**src/rtl/div_issue_ctrl.sv**
```systemverilog
// ---------------------------------------------------------------------------
// div_issue_ctrl
//
// EX-stage front end for the iterative divider. It accepts a DIV/DIVU from
// EX, latches operands and signedness, runs the divider start/annul
// handshake, stalls the pipeline until the result comes back and then
// presents {HI,LO} with a one-cycle write strobe.
//
// Configuration macro:
//   DIV_ZERO_FAST_EN - when defined, a request with a zero divisor skips the
//                      divider entirely and completes with {0,0} after one
//                      stall cycle. When undefined, divide-by-zero goes
//                      through the divider like any other operand pair.
//
// Ports:
//   clk, rst         clock, asynchronous active-high reset
//   div_req_i        EX holds a DIV/DIVU (stable while stall_o=1)
//   signed_i         1=DIV, 0=DIVU
//   opdata1_i/2_i    dividend / divisor
//   flush_i          pipeline flush (exception / branch kill)
//   stall_o          stall request to the pipeline controller
//   hi_o / lo_o      remainder / quotient, qualified by hilo_we_o
//   hilo_we_o        one-cycle HI/LO write strobe
//   div_start_o      divider start
//   div_annul_o      divider annul
//   div_signed_o     divider signed select
//   div_opdata1_o/2_o operands to the divider
//   div_result_i     divider result {remainder, quotient}
//   div_ready_i      divider result valid
//   dbg_state_o      current FSM state (0 IDLE, 1 BUSY, 2 DONE, 3 ABORT)
//
// Handshake: the request is held on div_req_i for as long as stall_o=1; the
// pipeline advances on the first edge where stall_o=0 (the DONE cycle). On
// the divider side, start stays high from acceptance until the result is
// taken, and dropping start is what releases the divider from its end state.
// ---------------------------------------------------------------------------
module div_issue_ctrl #(
    parameter int WIDTH        = 32,
    parameter int ABORT_CYCLES = 2
) (
    input  logic               clk,
    input  logic               rst,
    input  logic               div_req_i,
    input  logic               signed_i,
    input  logic [WIDTH-1:0]   opdata1_i,
    input  logic [WIDTH-1:0]   opdata2_i,
    input  logic               flush_i,
    output logic               stall_o,
    output logic [WIDTH-1:0]   hi_o,
    output logic [WIDTH-1:0]   lo_o,
    output logic               hilo_we_o,
    output logic               div_start_o,
    output logic               div_annul_o,
    output logic               div_signed_o,
    output logic [WIDTH-1:0]   div_opdata1_o,
    output logic [WIDTH-1:0]   div_opdata2_o,
    input  logic [2*WIDTH-1:0] div_result_i,
    input  logic               div_ready_i,
    output logic [1:0]         dbg_state_o
);

    localparam int CNT_W = (ABORT_CYCLES > 1) ? $clog2(ABORT_CYCLES) : 1;
    localparam logic [CNT_W-1:0] CNT_LAST = CNT_W'(ABORT_CYCLES - 1);

    typedef enum logic [1:0] {
        S_IDLE  = 2'd0,
        S_BUSY  = 2'd1,
        S_DONE  = 2'd2,
        S_ABORT = 2'd3
    } state_t;

    state_t             state_q;
    logic [WIDTH-1:0]   op1_q;
    logic [WIDTH-1:0]   op2_q;
    logic               sign_q;
    logic [WIDTH-1:0]   hi_q;
    logic [WIDTH-1:0]   lo_q;
    logic [CNT_W-1:0]   cnt_q;
    logic               hilo_we_q;
    logic               annul_q;

    logic               in_idle;
    logic               in_busy;
    logic               accept;
    logic               zero_fast;

    assign in_idle = (state_q == S_IDLE);
    assign in_busy = (state_q == S_BUSY);

    // The IDLE pass-through paths are combinational from the inputs, so they
    // are gated with rst to keep every output at 0 while reset is asserted.
    assign accept = in_idle & div_req_i & ~flush_i & ~rst;

`ifdef DIV_ZERO_FAST_EN
    assign zero_fast = accept & (opdata2_i == '0);
`else
    assign zero_fast = 1'b0;
`endif

    assign div_start_o = (accept & ~zero_fast) | in_busy;
    assign stall_o     = accept | in_busy;

    // In IDLE the divider sees the request operands directly so it can start
    // in the acceptance cycle; afterwards it must see the latched copies,
    // since signedness is sampled again at the final correction step.
    assign div_signed_o  = in_idle ? (signed_i & ~rst)          : sign_q;
    assign div_opdata1_o = in_idle ? (rst ? '0 : opdata1_i)     : op1_q;
    assign div_opdata2_o = in_idle ? (rst ? '0 : opdata2_i)     : op2_q;

    // A flush landing on the DONE cycle kills the write but not the return
    // to IDLE.
    assign hilo_we_o   = hilo_we_q & ~flush_i;
    assign div_annul_o = annul_q;
    assign hi_o        = hi_q;
    assign lo_o        = lo_q;
    assign dbg_state_o = state_q;

    always_ff @(posedge clk or posedge rst) begin
        if (rst) begin
            state_q   <= S_IDLE;
            op1_q     <= '0;
            op2_q     <= '0;
            sign_q    <= 1'b0;
            hi_q      <= '0;
            lo_q      <= '0;
            cnt_q     <= '0;
            hilo_we_q <= 1'b0;
            annul_q   <= 1'b0;
        end else begin
            case (state_q)
                S_IDLE: begin
                    hilo_we_q <= 1'b0;
                    annul_q   <= 1'b0;
                    if (accept) begin
                        op1_q  <= opdata1_i;
                        op2_q  <= opdata2_i;
                        sign_q <= signed_i;
                        if (zero_fast) begin
                            hi_q      <= '0;
                            lo_q      <= '0;
                            hilo_we_q <= 1'b1;
                            state_q   <= S_DONE;
                        end else begin
                            state_q   <= S_BUSY;
                        end
                    end
                end
                S_BUSY: begin
                    // Flush wins over a same-cycle ready: the result is dropped.
                    if (flush_i) begin
                        annul_q <= 1'b1;
                        cnt_q   <= '0;
                        state_q <= S_ABORT;
                    end else if (div_ready_i) begin
                        hi_q      <= div_result_i[2*WIDTH-1:WIDTH];
                        lo_q      <= div_result_i[WIDTH-1:0];
                        hilo_we_q <= 1'b1;
                        state_q   <= S_DONE;
                    end
                end
                S_DONE: begin
                    hilo_we_q <= 1'b0;
                    state_q   <= S_IDLE;
                end
                S_ABORT: begin
                    // start low + annul high for a fixed number of cycles
                    // lets both a computing divider and one parked in its
                    // divide-by-zero/end state fall back to free.
                    if (cnt_q == CNT_LAST) begin
                        annul_q <= 1'b0;
                        cnt_q   <= '0;
                        state_q <= S_IDLE;
                    end else begin
                        cnt_q   <= cnt_q + 1'b1;
                    end
                end
                default: begin
                    state_q <= S_IDLE;
                end
            endcase
        end
    end

endmodule

```
**config.mk**
```make
export PLATFORM = sky130hd
export DESIGN_NAME = div_issue_ctrl
export DESIGN_NICKNAME = d
export VERILOG_FILES = /design/src/rtl/div_issue_ctrl.sv
export SDC_FILE = /design/constraint.sdc
export NUM_CORES = 1
export LEC_CHECK = 0
export BUFFER_PORTS_ARGS = -buffer_cell sky130_fd_sc_hd__buf_2
export CORE_ASPECT_RATIO = 2
export CORE_UTILIZATION = 40
export CTS_BUF_LIST = sky130_fd_sc_hd__clkbuf_4 sky130_fd_sc_hd__clkbuf_8
export DETAILED_ROUTE_END_ITERATION = 16
export GPL_ROUTABILITY_DRIVEN = 0
export GPL_TIMING_DRIVEN = 0
export PLACE_DENSITY = 0.69
export SLEW_MARGIN = 20
export SYNTH_ARGS = -nofsm -noshare
export SYNTH_HDL_FRONTEND = slang
export SYNTH_SLANG_ARGS = --single-unit
```
**constraint.sdc**
```tcl
create_clock -name clk -period 15.75 [get_ports clk]
set_clock_uncertainty 0.05 [all_clocks]
set_input_delay 0 -clock clk [delete_from_list [all_inputs] [get_ports clk]]
set_output_delay 0 -clock clk [all_outputs]
set_load 0.02 [all_outputs]
```
Word-level counts from Yosys, hierarchy flattened --
Index checks and enable logic that the tools add are counted.
Operators by class: add/sub/neg operators 1, eq/ne operators 9, multiplexer cells 19, bitwise operators 8, reduce and logical (&&, ||, !) cells 11
Operator list (number):
- 32-bit 2-to-1 mux | 4
- 3-bit AND reduction | 4
- 2-bit 2-to-1 mux | 4
- 2-bit != test (second input constant) | 4
- 2-bit case mux with 4 select lines | 1
- 1-bit 2-to-1 mux | 7
- 1-bit AND | 5
- 2-bit equality test (second input constant) | 2
- 1-bit case mux with 2 select lines | 2
- 2-bit AND reduction | 2
- 2-bit nonzero test | 2
- 3-bit != test (second input constant) | 1
- 1-bit case mux with 3 select lines | 1
- 3-bit nonzero test | 1
- 2-bit by 1-bit equality test with 1-bit output (second input constant) | 1
- 2-bit logical NOT | 1
- 2-bit by 1-bit != test with 1-bit output (second input constant) | 1
- 1-bit NOT | 2
- 2-bit OR reduction | 1
- 1-bit adder (second input constant) | 1
- 1-bit OR | 1
Word-level totals: bits in registers 134, bits of input ports 134, output and inout bits 135, word-level logic and storage cells 57

Longest topological paths before layout --
word-level depth 6, mapped depth 6, gate-level depth less buffers 3

Least setup slack after synthesis --
Ideal clock, no wire load.
path kind input to output, from input rst, to output div_opdata2_o[10], data arrival time 4.880 ns, required time 15.700 ns, path slack 10.820 ns, stages on the path 4, path buffers 1, cell sequence inv_1 -> clkbuf_1 -> nand2_1 -> o21ai_0
On the way: cells in the longest elaborated chain, start to end 2
RTL lines:
- start: declaration | RTL line 42 | input logic rst,
- 32-bit 2-to-1 mux (2 in series) | RTL line 108 | assign div_opdata2_o = in_idle ? (rst ? '0 : opdata2_i) : op2_q;
- end: declaration | RTL line 56 | output logic [WIDTH-1:0] div_opdata2_o,
No other way between the ends.

Worst setup path after layout --
from register state_q[1], in the netlist dbg_state_o[1], to output div_opdata2_o[0]
On the way: cells in the longest elaborated chain, start to end 2
RTL lines:
- start: declaration | RTL line 72 | state_t state_q;
- start signal: assignment | RTL line 120 | state_q <= S_IDLE;
- start signal: assignment | RTL line 142 | state_q <= S_DONE;
- start signal: assignment | RTL line 144 | state_q <= S_BUSY;
- 2-bit logical NOT | RTL line 87 | assign in_idle = (state_q == S_IDLE);
- 32-bit 2-to-1 mux | RTL line 108
No other way between the ends.

==> summary.md <==
The run finished with clean final reports. The width of the die was 90.6 microns. The multi-input combinational cells in the finished layout cover a total of 2670 sq um. Counting I/O delays and the setup requirement, the final critical path takes 2.38 ns. The sort of element at the start of the critical path was a flop.

The first TritonRoute pass finished after 5 iterations. The number of levels in the clock H-tree was 4; the hold-fix buffer count after cts was 133. Storage element area: 3350 sq um.

The growth of design area from synthesis to finish is 53.4%, and the boundary pin count is 269. Slowest library cell on the worst path: dfrtp_1. The floorplan step defined a core boundary enclosing 15300 sq um. The layout net count was 1074; the initial antenna violation count was 0. After detailed routing, the number of remaining DRC violations is 0. At the pin with the least slew margin, the transition time is 0.545 ns.

The effective utilization at floorplan came out at 0.410. The top-area cell type share of the netlist area works out to 0.535. Setup violations remaining at the end of the flow were counted as 0. The synthesized area divided by synthesized cell count was 12.1 sq um. The met2 routing resource usage after global routing is 0.440, and the highest fanout seen on the critical path is 10. The worst path buffer plus inverter count is 4, and the instance count of the mapped netlist is 517. The number of vias per cell after detailed routing is 4.82. The tools report the via count of the first global-routing pass as 5911.

After synthesis the cells add up to 6270 sq um. The logs give 13.83 ns for the setup slack at placement and 0.421 GHz for the highest attainable clock frequency. TritonCTS built the clock tree. Total overflow reported by the global router: 0. The share of the clock period used by the worst path after layout was 0.151; the diode insertion count for antenna repair was 0.

The tools report the endpoint class of the critical path as an output port. In the layout the commonest cells are 280 x buf_2, 135 x nand2_1, 134 x dfrtp_1, 133 x dlygate4sd3_1, 77 x mux2_4. For the total half-perimeter wirelength after legalization and detailed placement, the log shows 12.7 mm. The critical path is of the flop to output port type.

The count of vias placed by the detailed router was 5544. The clock net in this run drives a total of 134 sinks. The aggregate routed wire length was 18.9 mm; the post-cts resize count was 0. Among cell families on the critical path, the largest total delay comes from buffers and inverters. No sink is reached through more buffers than the 2 on the longest clock path. For the clock latency at the later pin of the worst-skew pair, the log shows 0.44 ns.

Data on the critical path arrives at its endpoint at 2.33 ns. Setup repair after global routing left no endpoint under its margin. Data on the critical path is required at its endpoint by 15.70 ns. The worst-case headroom to the max-slew limit was 0.637.

The part of the total power dissipated in combinational logic came out at 0.532. In the post-synthesis netlist, the biggest area contributors are dfrtp_1 53%, mux2_4 18%, mux2_2 9.3%. The die footprint was 16200 sq um; the maximum number of pins on one net before global-route repair was 42.

In this run the power density over the cells is 195 nW/um^2. For this run, the slowest stage of the critical path takes 0.49 ns. Number of buffers inserted during clock tree synthesis: 17.

The met3 routing resource usage after global routing came out at 0.0462. After filler insertion, the fill cell instance count of the layout stands at 1170. After synthesis the netlist holds a flip-flop and latch count of 134. Measured along the y axis, the die boundary spans 179 microns. The library cell used most frequently in the layout, excluding fill and tap cells, is buf_2.

Fraction of power spent switching nets: 0.431. Global routing's busiest layer: met2. The logs give 64 for the site row count and 0 for the number of setup buffers added after CTS. The share of post-route cells with drive strength above 1 works out to 0.486. The first global-routing pass estimated 29.7 mm of wire. The total of buffers placed on input and output ports was 268.

Summed over all cells, the static leakage comes to 4.86 nW. Adding up every negative setup slack in the final design gives 0 ns. The count of synthesis-stage warnings from yosys was 0. The number of nets in the synthesized netlist is 651. Clock tree synthesis selected as its root buffer the cell clkbuf_8. Traced cell by cell, the critical path runs through or2_2 > clkbuf_1 > buf_6 > clkbuf_2 > o21ai_0 > buf_2.

Internal power comes to 0.00107 W. Of all cell types, the one taking the most synthesized area is dfrtp_1. The worst min-delay path category is primary input to flop. The number of hold violations in the final report came out at 0. The per-cell routed wire length was 16.5 microns; the share of the core filled with cells was 0.629.

Once detail routing completed, the nets flagged for antenna violations numbered 0. The met1 usage is 0.253, and the fraction of power consumed by the clock network is 0.143. For the part of the Yosys area used for sequential elements, the log shows 0.535. The fraction of power consumed by sequential logic is 0.325.

The worst path meets setup with 13.37 ns of slack. In this run the power spent charging and discharging nets is 0.000810 W. VDD sags by at most 0.121 mV.

The number of pins with negative max-slew slack in the final report was 0. Yosys mapped the design onto 21 distinct sky130hd cell types. The number of violations reported at the end of detailed-routing iteration 0 came out at 130.

The total global-route track usage was 0.236; the max-cap check violation count was 0. Clock-pin slew was measured on the worst setup and hold paths at 0.08 ns.
[worst paths after layout]
| path | start | endpoint | slack (ns) | cells after the start |
|---|---|---|---|---|
| max | dbg_state_o[1]$_DFFE_PP0P_ | div_opdata2_o[0] | 13.37 | 6 |
| min | div_req_i | op1_q[29]$_DFFE_PP0P_ | 0.16 | 4 |
| max in group asynchronous | rst | lo_o[1]$_DFFE_PP0P_ | 14.56 | 6 |
| min in group asynchronous | rst | cnt_q$_DFFE_PP0P_ | 0.26 | 4 |
| max reg2reg | dbg_state_o[1]$_DFFE_PP0P_ | op2_q[2]$_DFFE_PP0P_ | 14.01 | 5 |
| min reg2reg | hilo_we_q$_DFFE_PP0P_ | hilo_we_q$_DFFE_PP0P_ | 0.45 | 1 |
[registers in the layout, summed over array words and instances, names as in the netlist]
name	count
cnt_q	1
dbg_state_o	2
div_annul_o	1
hi_o	32
hilo_we_q	1
lo_o	32
op1_q	32
op2_q	32
sign_q	1
[through the flow]
stage	power, W	cells	hold WS [ns]	cell area [sq um]
6_report	0.00188	1151	0.160	9620
5_1_grt	0.00199	1151	0.140	9620
4_1_cts	0.00188	1151	0.138	9620
3_5_place_dp	0.00158	986	0.184	7930
3_3_place_gp	0.00156	983	0.181	7860
2_1_floorplan	0.00125	517	0.0281	6270
[kinds of logic (layout without fill, tap and decap cells)]
| logic type | count (synthesis) | after routing | share of synthesized area |
|---|---|---|---|
| multiplexers | 129 | 129 | 0.278 |
| AO/OA/AOI/OAI | 72 | 72 | 0.0578 |
| buffers and inverters | 39 | 475 | 0.0393 |
| flip-flops | 134 | 134 | 0.535 |
| AND/OR/NAND/NOR | 143 | 143 | 0.0907 |
[cells in the mapped netlist]
library cell	n
a21o_1	1
a21oi_1	1
and2_1	1
and3_4	1
buf_2	12
buf_4	2
buf_6	10
clkbuf_1	11
clkbuf_2	2
dfrtp_1	134
inv_1	2
mux2_2	52
mux2_4	77
nand2_1	135
nand4_2	1
nor2_1	1
nor2_4	1
nor2b_1	1
nor3_1	1
o21ai_0	70
or2_2	1
[worst min-delay path, delay by kind of cell]
| kind | cells | cell delay [ns] |
|---|---|---|
| simple gates | 1 | 0.13 |
| buf+inv | 2 | 0.32 |
| mux | 1 | 0.17 |
[final cells by class]
type	count	share of cell area
clock inverters	12	0.00988
flip-flops and latches	134	0.349
repair buffers	404	0.284
multi-input cells	344	0.278
well taps	198	0.0257
plain buffers	37	0.0252
inverters	2	0.000780
clock buffers	20	0.0280
[metal layers]
metal | wire (microns) | vias to the layer above
met3 | 798 | 43
met1 | 7150 | 2712
met5 | 0 | -
met4 | 669 | 0
met2 | 10300 | 203
li1 | - | 2586
[power by group through the flow]
stage / clock (W) / combinational (W) / sequential (W)
finish: 0.000268 / 0.000999 / 0.000611
CTS: 0.000275 / 0.000999 / 0.000607
global route: 0.000289 / 0.00107 / 0.000632
floorplan: 0 / 0.000547 / 0.000706
global placement: 0 / 0.000960 / 0.000604
detailed placement: 0 / 0.000969 / 0.000612
(Power assumes the default switching activity.)
